<file path="config.mk">
export PLATFORM = sky130hd
export DESIGN_NAME = soc_timer_alarm_sched
export DESIGN_NICKNAME = d
export VERILOG_FILES = /design/src/rtl/soc_timer_sched_pkg.sv /design/src/rtl/soc_timer_sched_slot.sv /design/src/rtl/soc_timer_alarm_sched.sv
export SDC_FILE = /design/constraint.sdc
export NUM_CORES = 1
export LEC_CHECK = 0
export CAP_MARGIN = 10
export CORE_MARGIN = 3
export CORE_UTILIZATION = 47
export CTS_CLUSTER_DIAMETER = 120
export CTS_CLUSTER_SIZE = 40
export DETAILED_ROUTE_END_ITERATION = 16
export PLACE_DENSITY = 0.7
export SLEW_MARGIN = 40
export SYNTH_ARGS = -nofsm -noshare
export SYNTH_HDL_FRONTEND = slang
export SYNTH_SLANG_ARGS = --single-unit
export TNS_END_PERCENT = 20
</file>
<file path="constraint.sdc">
create_clock -name clk -period 7.55 [get_ports clk]
set_clock_uncertainty 0.2 [all_clocks]
set_input_delay 0.755 -clock clk [delete_from_list [all_inputs] [get_ports clk]]
set_output_delay 0.755 -clock clk [all_outputs]
set_load 0.01 [all_outputs]
</file>
<file path="src/rtl/soc_timer_sched_pkg.sv">
// rtl/soc_timer_sched_pkg.sv - shared types and the wrap-safe deadline test for the alarm scheduler
package soc_timer_sched_pkg;

  typedef enum logic {SLOT_IDLE = 1'b0, SLOT_ARMED = 1'b1} slot_state_t;

  localparam int MAX_SLOTS  = 16;
  localparam int DEADLINE_W = 32;

  // Signed difference keeps the test correct across count wrap for delays below 2^31.
  function automatic logic deadline_expired(input logic [DEADLINE_W-1:0] count,
                                            input logic [DEADLINE_W-1:0] deadline);
    logic [DEADLINE_W-1:0] diff;
    diff = count - deadline;
    return ($signed(diff) >= 0);
  endfunction

endpackage

</file>
<file path="src/rtl/soc_timer_sched_slot.sv">
// rtl/soc_timer_sched_slot.sv - one virtual alarm: state, deadline, arm/cancel/fire-ack handling
module soc_timer_sched_slot
  import soc_timer_sched_pkg::*;
(
  input  logic                  clk,
  input  logic                  res,
  input  logic [DEADLINE_W-1:0] timer_count,
  input  logic                  arm_valid,
  output logic                  arm_ready,
  input  logic [DEADLINE_W-1:0] arm_delay,
  input  logic                  cancel,
  input  logic                  fire_ack,
  output logic                  armed,
  output logic [DEADLINE_W-1:0] deadline
);

  slot_state_t           state;
  logic [DEADLINE_W-1:0] eff_delay;

  // A zero delay would alias "already expired" with "just armed", so it is bumped to one tick.
  assign eff_delay = (arm_delay == '0) ? DEADLINE_W'(1) : arm_delay;
  assign arm_ready = (state == SLOT_IDLE) & ~res;
  assign armed     = (state == SLOT_ARMED);

  always_ff @(posedge clk) begin
    if (res) begin
      state    <= SLOT_IDLE;
      deadline <= '0;
    end else begin
      case (state)
        SLOT_IDLE: begin
          if (arm_valid) begin
            state    <= SLOT_ARMED;
            deadline <= timer_count + eff_delay;
          end
        end
        SLOT_ARMED: begin
          if (cancel || fire_ack) state <= SLOT_IDLE;
        end
        default: state <= SLOT_IDLE;
      endcase
    end
  end

endmodule

</file>
<file path="src/rtl/soc_timer_alarm_sched.sv">
// rtl/soc_timer_alarm_sched.sv - round-robin compare engine sharing one timer count across alarm slots
module soc_timer_alarm_sched
  import soc_timer_sched_pkg::*;
#(
  parameter int SLOT_COUNT = 4
) (
  input  logic                                  clk,
  input  logic                                  res,
  input  logic [DEADLINE_W-1:0]                 timer_count,
  input  logic [SLOT_COUNT-1:0]                 arm_valid,
  output logic [SLOT_COUNT-1:0]                 arm_ready,
  input  logic [SLOT_COUNT-1:0][DEADLINE_W-1:0] arm_delay,
  input  logic [SLOT_COUNT-1:0]                 cancel,
  output logic [SLOT_COUNT-1:0]                 armed,
  output logic [SLOT_COUNT-1:0]                 fire,
  output logic [SLOT_COUNT-1:0]                 irq_pending,
  input  logic [SLOT_COUNT-1:0]                 irq_clear,
  output logic                                  interrupt_trigger
);

  localparam int PW = (SLOT_COUNT > 1) ? $clog2(SLOT_COUNT) : 1;

  if (SLOT_COUNT < 1 || SLOT_COUNT > MAX_SLOTS) begin : g_bad_slot_count
    $error("soc_timer_alarm_sched: SLOT_COUNT must be in 1..16");
  end

  logic [PW-1:0]         scan_ptr;
  logic [DEADLINE_W-1:0] deadline [SLOT_COUNT];
  logic [DEADLINE_W-1:0] sel_deadline;
  logic                  sel_armed;
  logic                  sel_cancel;
  logic                  hit;
  logic [SLOT_COUNT-1:0] hit_vec;
  logic [SLOT_COUNT-1:0] fire_q;
  logic                  trig_q;

  for (genvar i = 0; i < SLOT_COUNT; i++) begin : g_slot
    soc_timer_sched_slot u_slot (
      .clk         (clk),
      .res         (res),
      .timer_count (timer_count),
      .arm_valid   (arm_valid[i]),
      .arm_ready   (arm_ready[i]),
      .arm_delay   (arm_delay[i]),
      .cancel      (cancel[i]),
      .fire_ack    (hit_vec[i]),
      .armed       (armed[i]),
      .deadline    (deadline[i])
    );
  end

  always_comb begin
    sel_deadline = '0;
    sel_armed    = 1'b0;
    sel_cancel   = 1'b0;
    for (int i = 0; i < SLOT_COUNT; i++) begin
      if (scan_ptr == PW'(i)) begin
        sel_deadline = deadline[i];
        sel_armed    = armed[i];
        sel_cancel   = cancel[i];
      end
    end
  end

  // A cancel arriving in the scan cycle suppresses the fire outright.
  assign hit = sel_armed & ~sel_cancel & deadline_expired(timer_count, sel_deadline);

  always_comb begin
    hit_vec = '0;
    for (int i = 0; i < SLOT_COUNT; i++) hit_vec[i] = hit && (scan_ptr == PW'(i));
  end

  always_ff @(posedge clk) begin
    if (res) begin
      scan_ptr    <= '0;
      fire_q      <= '0;
      trig_q      <= 1'b0;
      irq_pending <= '0;
    end else begin
      scan_ptr <= (scan_ptr == PW'(SLOT_COUNT - 1)) ? '0 : scan_ptr + PW'(1);
      fire_q   <= hit_vec;
      trig_q   <= hit;
      // A clear coinciding with a fire (scan cycle or pulse cycle) leaves the bit set.
      irq_pending <= (irq_pending & ~(irq_clear & ~fire_q)) | hit_vec;
    end
  end

  assign fire              = fire_q & {SLOT_COUNT{~res}};
  assign interrupt_trigger = trig_q & ~res;

endmodule

</file>
==> results.ini <==
[yosys]
synth-async-reset-ratio_pct=0
synth_area_leaders=dfxtp_1, ha_1, a21oi_1, nand2_1, nor2_1
yosys_warnings=0
yosys.area.top_type=dfxtp_1
synth_area_um2=14100
synth_cells=2014
synth_edf_count=0
synth.distinct_cells=77
synth_top_flop_cell=dfxtp_1
syn_nets=2351
syn_avg_cell_area_um2=7.01
ys_ff_latch=143
synth_top_area_share_pct=20.3
ys_seq_area_share_pct=20.3

[clock_network]
cts_resized=0
htree_levels=4
clock_path_buffers=2
cts_buffers=17
cts_sinks=143
clk_pin_slew_ns=0.06
ctsHoldBuffers=0
worstSkewPairLatency_ns=0.43
cts_setup_buffers=0
cts_tree=yes
root_buffer=clkbuf_16

[worst_setup_path]
criticalPathCategory=flip-flop to flip-flop
reg2reg_depth=18
path_max_fanout=36
critPathTopFamily=compound AO/OA/AOI/OAI gates
cp_slowest_stage_delay_ns=0.60
cp-end-kind=flip-flop
path_buf_inv=2
r2r_end=g_slot[3].u_slot.armed
crit_path_frequent_cell=a21oi_1
crit_arrival_ns=5.01
slowest_stage=ha_2
r2r-start=scan_ptr[1]
rrSetupSlack_ns=2.67
startpoint_type=flip-flop
cp.required_ns=7.67
crit_chain=inv_1 -> ha_2 -> buf_4 -> nor2_1 -> a21oi_1 -> nor2_1 -> a21oi_1 -> nor2_1 -> a21oi_1 -> ha_1 -> a21o_1 -> a21o_1 -> a21oi_1 -> o21ai_0 -> a21oi_1 -> a211oi_1 -> or2_2 -> o221a_2

[hold_path]
hold_path_end=g_slot[3].u_slot.deadline[31]
hold_depth=2
min_from=g_slot[3].u_slot.deadline[31]
min_path_type=flip-flop to flip-flop

[floorplan]
boundaryPins=191
die_width_um=179
initial_utilization_pct=48.4
die_area_um2=32200
die_height_um=179
coreArea_um2=29200
std_cell_rows=62

[final_layout]
fin_cells=2425
diodes=0
num-nets-final=2365
synthToLayoutAreaGrowth_pct=16.5
final_layout_size_suffix_gt1_share_pct=3.77

[place]
place_congestion=1.01
port-buffer-count=190
dp_hpwl_um=40800
dp.cells=2393

[pwr]
ir_drop_v=0.000171
p_int_mw=1.84
clock_power_share_pct=31.7
combinationalPowerShare_pct=38.0
seq_power_share_pct=30.3
power.switching_mw=1.08
p_per_area_nw_per_um2=177
p_sw_share_pct=37.1
leakage_nw=6.70

[sta]
worst_pin_slew_ns=0.910
fin_setup_tns_ns=0
slew_headroom_pct=39.2
finalHoldViolCount=0
final-max-slew-violation-count=0
rsz0062_at_grt=false
period_minus_slack_ns=4.88
finalSetupViolCount=0
min_period_over_period_pct=64.7
max_freq_ghz=0.205

[route]
wl_met2_um=22900
via_per_inst=6.30
wl_um=53700
ant_nets=0
first_pass_iters=6
wl_met3_um=4740
drcViolationCount=0
wl_per_cell_um=22.2
routed.top_layer=met4
drtIter0Drc=1590
met1_length_um=23700
dr_total_vias=15271

[global_routing]
grt_max_degree=79
grt_pass1_wl_um=79800
antenna_found_initial=0
gr-total-overflow=0
first_global_vias=13812
track_usage_pct=32.4

[run]
maxCapViolations=0

[status]
status=finished clean

cells in the final DEF (no fill, tap or decap), types with 10 or more instances in the layout:
cell	Yosys	routed
a31oi_1	21	21
xor2_1	21	21
nor4_1	43	41
a21o_1	60	60
and3_1	29	29
xnor2_1	40	40
buf_4	8	15
nand2_1	219	219
nor2_1	191	191
a21oi_1	279	279
ha_1	159	156
dfxtp_1	143	143
clkbuf_16	0	17
nor3_1	41	41
and2_1	10	10
nand3_1	60	60
a211oi_1	28	28
clkdlybuf4s50_1	0	189
nand3b_1	12	12
o211ai_1	21	21
nand2b_1	26	26
o21bai_1	19	19
o21ai_0	93	93
nor2b_1	22	20
or3_1	14	14
inv_1	52	51
nand4_1	28	28
o21a_1	24	24
routing by layer:
layer	up-vias	track usage [%]
met4	0	13.3
li1	7280	-
met3	99	5.44
met5	-	0
met1	7175	45.1
met2	717	49.8
worst max path at each step:
stage | from | to | slack [ns] | cells after the start
global placement | arm_delay[57] | g_slot[1].u_slot.deadline[30] | 2.29 | 15
finish | scan_ptr[1] | g_slot[3].u_slot.armed | 2.67 | 18
detailed placement | arm_delay[48] | g_slot[1].u_slot.deadline[30] | 2.42 | 15
CTS | scan_ptr[1] | g_slot[3].u_slot.armed | 2.76 | 18
global route | scan_ptr[1] | g_slot[3].u_slot.armed | 2.35 | 18
floorplan | arm_delay[56] | g_slot[1].u_slot.deadline[30] | 3.67 | 14
metrics by stage:
step / total power [mW] / hold slack [ns] / util, % / area (um2) / setup WS [ns]
floorplan: 1.62 / 0.217 / - / 14100 / 3.67
global placement: 1.96 / 0.241 / 54.2 / 15800 / 2.29
detailed placement: 1.98 / 0.244 / 54.2 / 15800 / 2.42
CTS: 2.90 / 0.256 / 56.4 / 16500 / 2.76
global route: 3.07 / 0.263 / 56.4 / 16500 / 2.35
finish: 2.92 / 0.256 / 56.4 / 16500 / 2.67
tightest hold or removal path: cells and delay by family (launching register included):
family,cells,cell delay (ns)
flops,1,0.33
compound gates,1,0.05
simple gates,1,0.05
flip-flops by register name, indices dropped and copies added, names as in the netlist:
name and count:
g_slot.u_slot.deadline 128, fire_q 4, trig_q 1, irq_pending 4, g_slot.u_slot.armed 4, scan_ptr 2
Yosys cell counts (all sizes together) (22+ instances only):
library cell,count
xnor2,40
nor2b,22
nand2,219
nand2b,26
a21oi,281
nand4,28
nor3,41
ha,159
o21a,24
buf,27
and3,29
a211oi,30
nand3,60
a21o,61
dfxtp,143
nor4,43
inv,52
o21ai,96
clkbuf,183
nor2,191
layout make-up:
| class | count | area [um2] |
|---|---|---|
| Fill cell | 2896 | 12700 |
| Multi-Input combinational cell | 1609 | 10300 |
| Sequential cell | 143 | 2860 |
| Timing Repair Buffer | 205 | 2020 |
| Tap cell | 384 | 480 |
| Clock buffer | 17 | 425 |
| Clock inverter | 15 | 209 |
| Inverter | 52 | 195 |
power by group through the flow:
stage / clock (mW) / combinational [mW] / sequential, mW
final: 0.925 / 1.11 / 0.884
after global routing: 0.965 / 1.22 / 0.889
after CTS: 0.928 / 1.09 / 0.881
after detailed placement: 0 / 1.08 / 0.897
after global placement: 0 / 1.07 / 0.896
after floorplan: 0 / 0.743 / 0.874
kinds of logic after synthesis:
kind of cell	share of synthesized area, %
AND/OR/NAND/NOR	24.7
AO/OA/AOI/OAI	29.1
buffers and inverters	7.18
adder cells (fa/ha/maj)	14.7
flip-flops	20.3
XOR/XNOR	3.78
multiplexers	0.283
Power figures use the tool's default switching activity.
